<file path="src/rtl/sync_fifo_pkg.sv">
// Shared helpers for the sync_fifo family: pointer/level width and
// parameter-legality checks used at elaboration.
package sync_fifo_pkg;

    // Pointers and level carry one extra bit so that full and empty stay distinguishable.
    function automatic int ptr_width(input int addr_width);
        return addr_width + 1;
    endfunction

    function automatic bit levels_legal(input int addr_width, input int af_level, input int ae_level);
        int depth;
        depth = 1 << addr_width;
        return (addr_width >= 1) &&
               (af_level >= 1) && (af_level <= depth) &&
               (ae_level >= 0) && (ae_level <= depth - 1);
    endfunction

    typedef struct packed {
        logic full;
        logic empty;
        logic almost_full;
        logic almost_empty;
    } fifo_flags_t;

endpackage

</file>
<file path="src/rtl/fifo_ptr.sv">
// Wrapping FIFO pointer: the MSB is the lap bit, the low bits index memory.
module fifo_ptr #(
    parameter int W = 3
) (
    input  logic         clk,
    input  logic         rst_n,
    input  logic         inc,
    input  logic         clr,
    output logic [W-1:0] ptr_q
);

    logic [W-1:0] ptr_d;

    always_comb begin
        ptr_d = ptr_q;
        if (clr) begin
            ptr_d = '0;
        end else if (inc) begin
            ptr_d = ptr_q + W'(1);
        end
    end

    always_ff @(posedge clk or negedge rst_n) begin
        if (!rst_n) begin
            ptr_q <= '0;
        end else begin
            ptr_q <= ptr_d;
        end
    end

endmodule

</file>
<file path="src/rtl/sync_fifo_pro.sv">
// Single-clock first-word-fall-through FIFO with level count, threshold
// flags, synchronous flush and sticky overflow/underflow errors.
module sync_fifo_pro
    import sync_fifo_pkg::*;
#(
    parameter int DATA_WIDTH = 8,
    parameter int ADDR_WIDTH = 5,
    parameter int AF_LEVEL   = (1 << ADDR_WIDTH) - 2,
    parameter int AE_LEVEL   = 2
) (
    input  logic                  clk,
    input  logic                  rst_n,
    input  logic                  flush,
    input  logic                  wr_en,
    input  logic [DATA_WIDTH-1:0] data_in,
    input  logic                  rd_en,
    output logic [DATA_WIDTH-1:0] data_out,
    output logic                  full,
    output logic                  empty,
    output logic                  almost_full,
    output logic                  almost_empty,
    output logic [ADDR_WIDTH:0]   level,
    input  logic                  err_clr,
    output logic                  overflow,
    output logic                  underflow
);

    localparam int DEPTH = 1 << ADDR_WIDTH;
    localparam int LVL_W = ptr_width(ADDR_WIDTH);

    if (!levels_legal(ADDR_WIDTH, AF_LEVEL, AE_LEVEL)) begin : g_bad_params
        $error("sync_fifo_pro: illegal ADDR_WIDTH/AF_LEVEL/AE_LEVEL combination");
    end

    logic [LVL_W-1:0]      wr_ptr;
    logic [LVL_W-1:0]      rd_ptr;
    logic [LVL_W-1:0]      level_q;
    logic [LVL_W-1:0]      level_d;
    logic                  overflow_q;
    logic                  overflow_d;
    logic                  underflow_q;
    logic                  underflow_d;
    logic                  push;
    logic                  pop;
    fifo_flags_t           flags;
    logic [DATA_WIDTH-1:0] mem_q [DEPTH];

    // Accept decisions use the pre-edge flags; flush masks both requests.
    assign push = wr_en && !flags.full  && !flush;
    assign pop  = rd_en && !flags.empty && !flush;

    fifo_ptr #(.W(LVL_W)) u_wr_ptr (
        .clk   (clk),
        .rst_n (rst_n),
        .inc   (push),
        .clr   (flush),
        .ptr_q (wr_ptr)
    );

    fifo_ptr #(.W(LVL_W)) u_rd_ptr (
        .clk   (clk),
        .rst_n (rst_n),
        .inc   (pop),
        .clr   (flush),
        .ptr_q (rd_ptr)
    );

    always_ff @(posedge clk) begin
        if (push) begin
            mem_q[wr_ptr[ADDR_WIDTH-1:0]] <= data_in;
        end
    end

    always_comb begin
        level_d = level_q;
        if (flush) begin
            level_d = '0;
        end else if (push && !pop) begin
            level_d = level_q + LVL_W'(1);
        end else if (pop && !push) begin
            level_d = level_q - LVL_W'(1);
        end
    end

    // Set beats clear; a request that arrives during flush never counts as an error.
    always_comb begin
        overflow_d  = overflow_q;
        underflow_d = underflow_q;
        if (err_clr) begin
            overflow_d  = 1'b0;
            underflow_d = 1'b0;
        end
        if (wr_en && flags.full && !flush) begin
            overflow_d = 1'b1;
        end
        if (rd_en && flags.empty && !flush) begin
            underflow_d = 1'b1;
        end
    end

    always_ff @(posedge clk or negedge rst_n) begin
        if (!rst_n) begin
            level_q     <= '0;
            overflow_q  <= 1'b0;
            underflow_q <= 1'b0;
        end else begin
            level_q     <= level_d;
            overflow_q  <= overflow_d;
            underflow_q <= underflow_d;
        end
    end

    always_comb begin
        flags              = '0;
        flags.full         = (level_q == LVL_W'(DEPTH));
        flags.empty        = (level_q == '0);
        flags.almost_full  = (level_q >= LVL_W'(AF_LEVEL));
        flags.almost_empty = (level_q <= LVL_W'(AE_LEVEL));
    end

    assign full         = flags.full;
    assign empty        = flags.empty;
    assign almost_full  = flags.almost_full;
    assign almost_empty = flags.almost_empty;
    assign level        = level_q;
    assign overflow     = overflow_q;
    assign underflow    = underflow_q;
    assign data_out     = flags.empty ? '0 : mem_q[rd_ptr[ADDR_WIDTH-1:0]];

    level_matches_ptrs: assert property (@(posedge clk) disable iff (!rst_n)
        level_q == (wr_ptr - rd_ptr));

endmodule
</file>
<file path="config.mk">
export PLATFORM = sky130hd
export DESIGN_NAME = sync_fifo_pro
export DESIGN_NICKNAME = d
export VERILOG_FILES = /design/src/rtl/sync_fifo_pkg.sv /design/src/rtl/fifo_ptr.sv /design/src/rtl/sync_fifo_pro.sv
export SDC_FILE = /design/constraint.sdc
export NUM_CORES = 1
export LEC_CHECK = 0
export CAP_MARGIN = 0
export CORE_AREA = 2 2 138 140
export DETAILED_ROUTE_END_ITERATION = 10
export DIE_AREA = 0 0 140 142
export MAX_ROUTING_LAYER = met4
export PLACE_DENSITY = 0.82
export SLEW_MARGIN = 15
export SYNTH_ARGS = -nofsm -noshare
export SYNTH_HDL_FRONTEND = slang
export SYNTH_SLANG_ARGS = --single-unit
</file>
<file path="constraint.sdc">
create_clock -name clk -period 3.94 [get_ports clk]
set_clock_uncertainty 0.2 [all_clocks]
set_input_delay 0.788 -clock clk [delete_from_list [all_inputs] [get_ports clk]]
set_output_delay 0.788 -clock clk [all_outputs]
set_load 0.02 [all_outputs]
</file>
==> qor.csv <==
stage,metric,value,unit
synth,yosysTopAreaCell,edfxtp_1,
layout,layout_common_cells,"edfxtp_1 (256), mux4_2 (68), nor2_1 (55)",
worst_setup_path,reg2reg_depth,9,
synth,synthFlopType,edfxtp_1,
grt,grt_usage,0.256,
timing,hold_violations,0,
hold_path,holdCritStartpoint,overflow$_DFFE_PN0P_,
timing,min_period,3.90,ns
clock_tree,cts_buffer_depth,3,
worst_setup_path,r2r_setup_slack,0.60,ns
floorplanning,die_area,19900,um2
synth,yosysTopAreaCellShare,0.693,
hold_path,hp-class,reg -> reg,
timing,tightest_slew,0.922,ns
layout,final_area,12800,um2
floorplanning,start_util,0.601,
routing,routed-via-count,5863,
timing,max_freq,256,MHz
floorplanning,die_y,142,um
floorplanning,rows,50,
synth,synthAdderAreaFrac,0.0120,
synth,synth_top_cells_by_area,"edfxtp_1 (69%), mux4_2 (14%), dfrtp_1 (4.1%)",
routing,dr.pass1.iters,5,
status,status,"complete, no violations",
floorplanning,num_io_pins,34,
synth,synth_mux_area_frac,0.149,
timing,maxSlewHeadroom,0.383,
clock_tree,cts_buffers,27,
clock_tree,clockRootBuffer,clkbuf_16,
timing,slew_violations,0,
synth,synth-xor-area-share,0.00936,
layout,final_common_cell,edfxtp_1,
synth,synth-edff-count,256,
synth,synth_top_family_by_area,multiplexers,
layout,antenna_cells,0,
place,placed_area,12000,um2
power_and_ir_drop,vdd_drop_max,0.455,mV
floorplanning,core,18500,um2
synth,ys_types,50,
timing,hold_ws,0.353,ns
grt,grt_pass1_wl,36400,um
synth,avgSynthCellArea,19.6,um2
layout,syn_to_final_growth,15.8,%
clock_tree,insertion_delay,0.52,ns
place,port_buffers,33,
hold_path,worstHoldPathCells,2,
synth,synthArstFlopShare,0.0657,
worst_setup_path,reg2reg_to,level[5]$_DFFE_PN0P_,
timing,fin_tns_setup,0,ns
synth,ys_ff_latch,274,
place,hpwlAfterDp,14300,um
synth,synth_compound_area_frac,0.0288,
grt,grt_antenna_before_repair,0,
timing,setup-violations-final,0,
synth,syn_area,11100,um2
worst_setup_path,path_class,reg -> out,
layout,nNetsFinal,679,
place,gp_congestion,0.827,
synth,seq_area_frac_synth,0.734,
timing,fin_ws,0.0361,ns
worst_setup_path,cp.required,2.95,ns
power_and_ir_drop,p_leak,4.18,nW
power_and_ir_drop,powerDensity,602,nW/um2
layout,layout-drive-gt1-share,0.270,
routing,drcViolationCount,0,
synth,yosys.area_share.simple,0.0483,
routing,via_per_inst,6.46,
hold_path,whs_endpoint,overflow$_DFFE_PN0P_,
grt,grt_max_degree,37,
floorplanning,die_x,140,um
clock_tree,clk_pin_slew_worst_paths,0.06,ns
routing,drtIter0Drc,758,
synth,synth-warning-count,0,
routing,avgRoutedWirePerCell,27.0,um
clock_tree,holdBufCountCts,0,
clock_tree,cts_max_level,1,
worst_setup_path,crit_path_end_kind,output pin,
run,drv_cap,0,
clock_tree,clock_sinks,274,
synth,synth_cells,565,
grt,grt-ovfl-total,0,
worst_setup_path,arrival,2.92,ns
timing,rsz0062_at_grt,yes,
worst_setup_path,rr_startpoint,level[3]$_DFFE_PN0P_,
place,dpl_worst_slack,0.187,ns
routing,routed_wirelength,24500,um
worst_setup_path,path_max_fanout,8,
grt,grt_pass1_vias,6025,
timing,period_share,0.991,
synth,syn_nets,589,
clock_tree,cts_tree,yes,
routing,antenna_left,0,
worst_setup_path,startpoint_type,flop,
critical path, cell delays in order (launching register included):
cell	delay, ns
dfrtp_4	0.55
clkbuf_16	0.20
buf_12	0.14
mux4_2	0.35
o22ai_1	0.09
nor2_1	0.23
o21ai_0	0.18
a211oi_1	0.26
dlygate4sd2_1	0.39
power by group:
part	switching [mW]	leakage [nW]	internal, mW
logic	1.01	1.25	1.05
clock network	1.02	0.391	1.33
registers	0.0821	2.54	3.24
routing by layer:
layer	vias up	GRT usage	wire, um
met2	321	0.407	12300
met1	3027	0.349	9570
li1	2466	-	-
met4	0	0.0808	719
met5	-	-	0
met3	49	0.0437	1950
synthesized netlist by cell type, types with 2 or more instances:
cell type / count
nand2_1: 11
a2111oi_1: 2
nor2b_1: 10
nor3_2: 2
dfrtp_1: 18
buf_2: 5
o21a_1: 2
mux2_2: 5
mux2i_1: 7
inv_1: 10
ha_1: 9
nand4_1: 4
mux4_2: 68
buf_6: 4
buf_4: 5
a21oi_1: 6
edfxtp_1: 256
or3b_2: 2
nor2_1: 56
o21ai_0: 6
nor4_1: 4
nand2b_1: 2
clkbuf_1: 10
nand3b_1: 5
xnor2_1: 4
o22ai_1: 12
or3_1: 2
a211oi_1: 6
xor2_1: 6
nor3_1: 2
o32ai_1: 2
nand3_1: 4
per-stage QoR:
step	instances	power [mW]	utilization
2_1_floorplan	565	4.70	-
3_3_place_gp	854	5.30	0.649
3_5_place_dp	854	5.36	0.649
4_1_cts	904	7.69	0.693
5_1_grt	908	8.01	0.696
6_report	908	7.74	0.696
state kept, by name (all words and copies together), names as in the netlist:
| signal | cells |
|---|---|
| u_wr_ptr.ptr_q | 5 |
| underflow | 1 |
| level | 6 |
| u_rd_ptr.ptr_q | 5 |
| overflow | 1 |
| mem_q | 256 |
worst max-delay path by stage:
stage / start / slack, ns / end / cells past startpoint
after floorplan: level[3]$_DFFE_PN0P_ / 0.79 / level[5]$_DFFE_PN0P_ / 9
after global placement: u_rd_ptr.ptr_q[0]$_DFFE_PN0P_ / 0.23 / data_out[2] / 8
after detailed placement: u_rd_ptr.ptr_q[0]$_DFFE_PN0P_ / 0.19 / data_out[4] / 8
after CTS: u_rd_ptr.ptr_q[0]$_DFFE_PN0P_ / 0.04 / data_out[4] / 8
after global routing: u_rd_ptr.ptr_q[0]$_DFFE_PN0P_ / -0.01 / data_out[1] / 8
final: u_rd_ptr.ptr_q[0]$_DFFE_PN0P_ / 0.04 / data_out[1] / 8
layout make-up:
class                   instances  area [um2]
clock buffers                  36         709
clock inverters                12        91.3
fillers                      1028        5610
inverters                      11        41.3
multi-input cells             254        2760
flip-flops and latches        274        8140
well taps                     234         293
repair buffers                 87         811
timing repair:
| item | 4_1_cts | 5_1_grt |
|---|---|---|
| endpoints found under the setup margin | 8 | 5 |
| gates resized for setup | 8 | 10 |
| endpoints found under the hold margin | 0 | 0 |
| buffers inserted | 2 | 3 |
| cloned | 0 | 1 |
cells by family (layout without fill, tap and decap cells):
kind of cell	after synthesis	after routing
AO/OA/AOI/OAI	44	44
adder cells (fa/ha/maj)	10	10
flip-flops	274	274
multiplexers	80	80
XOR/XNOR	11	11
AND/OR/NAND/NOR	109	109
buffers and inverters	37	146
Note: power is estimated with default switching activity, not from simulation.
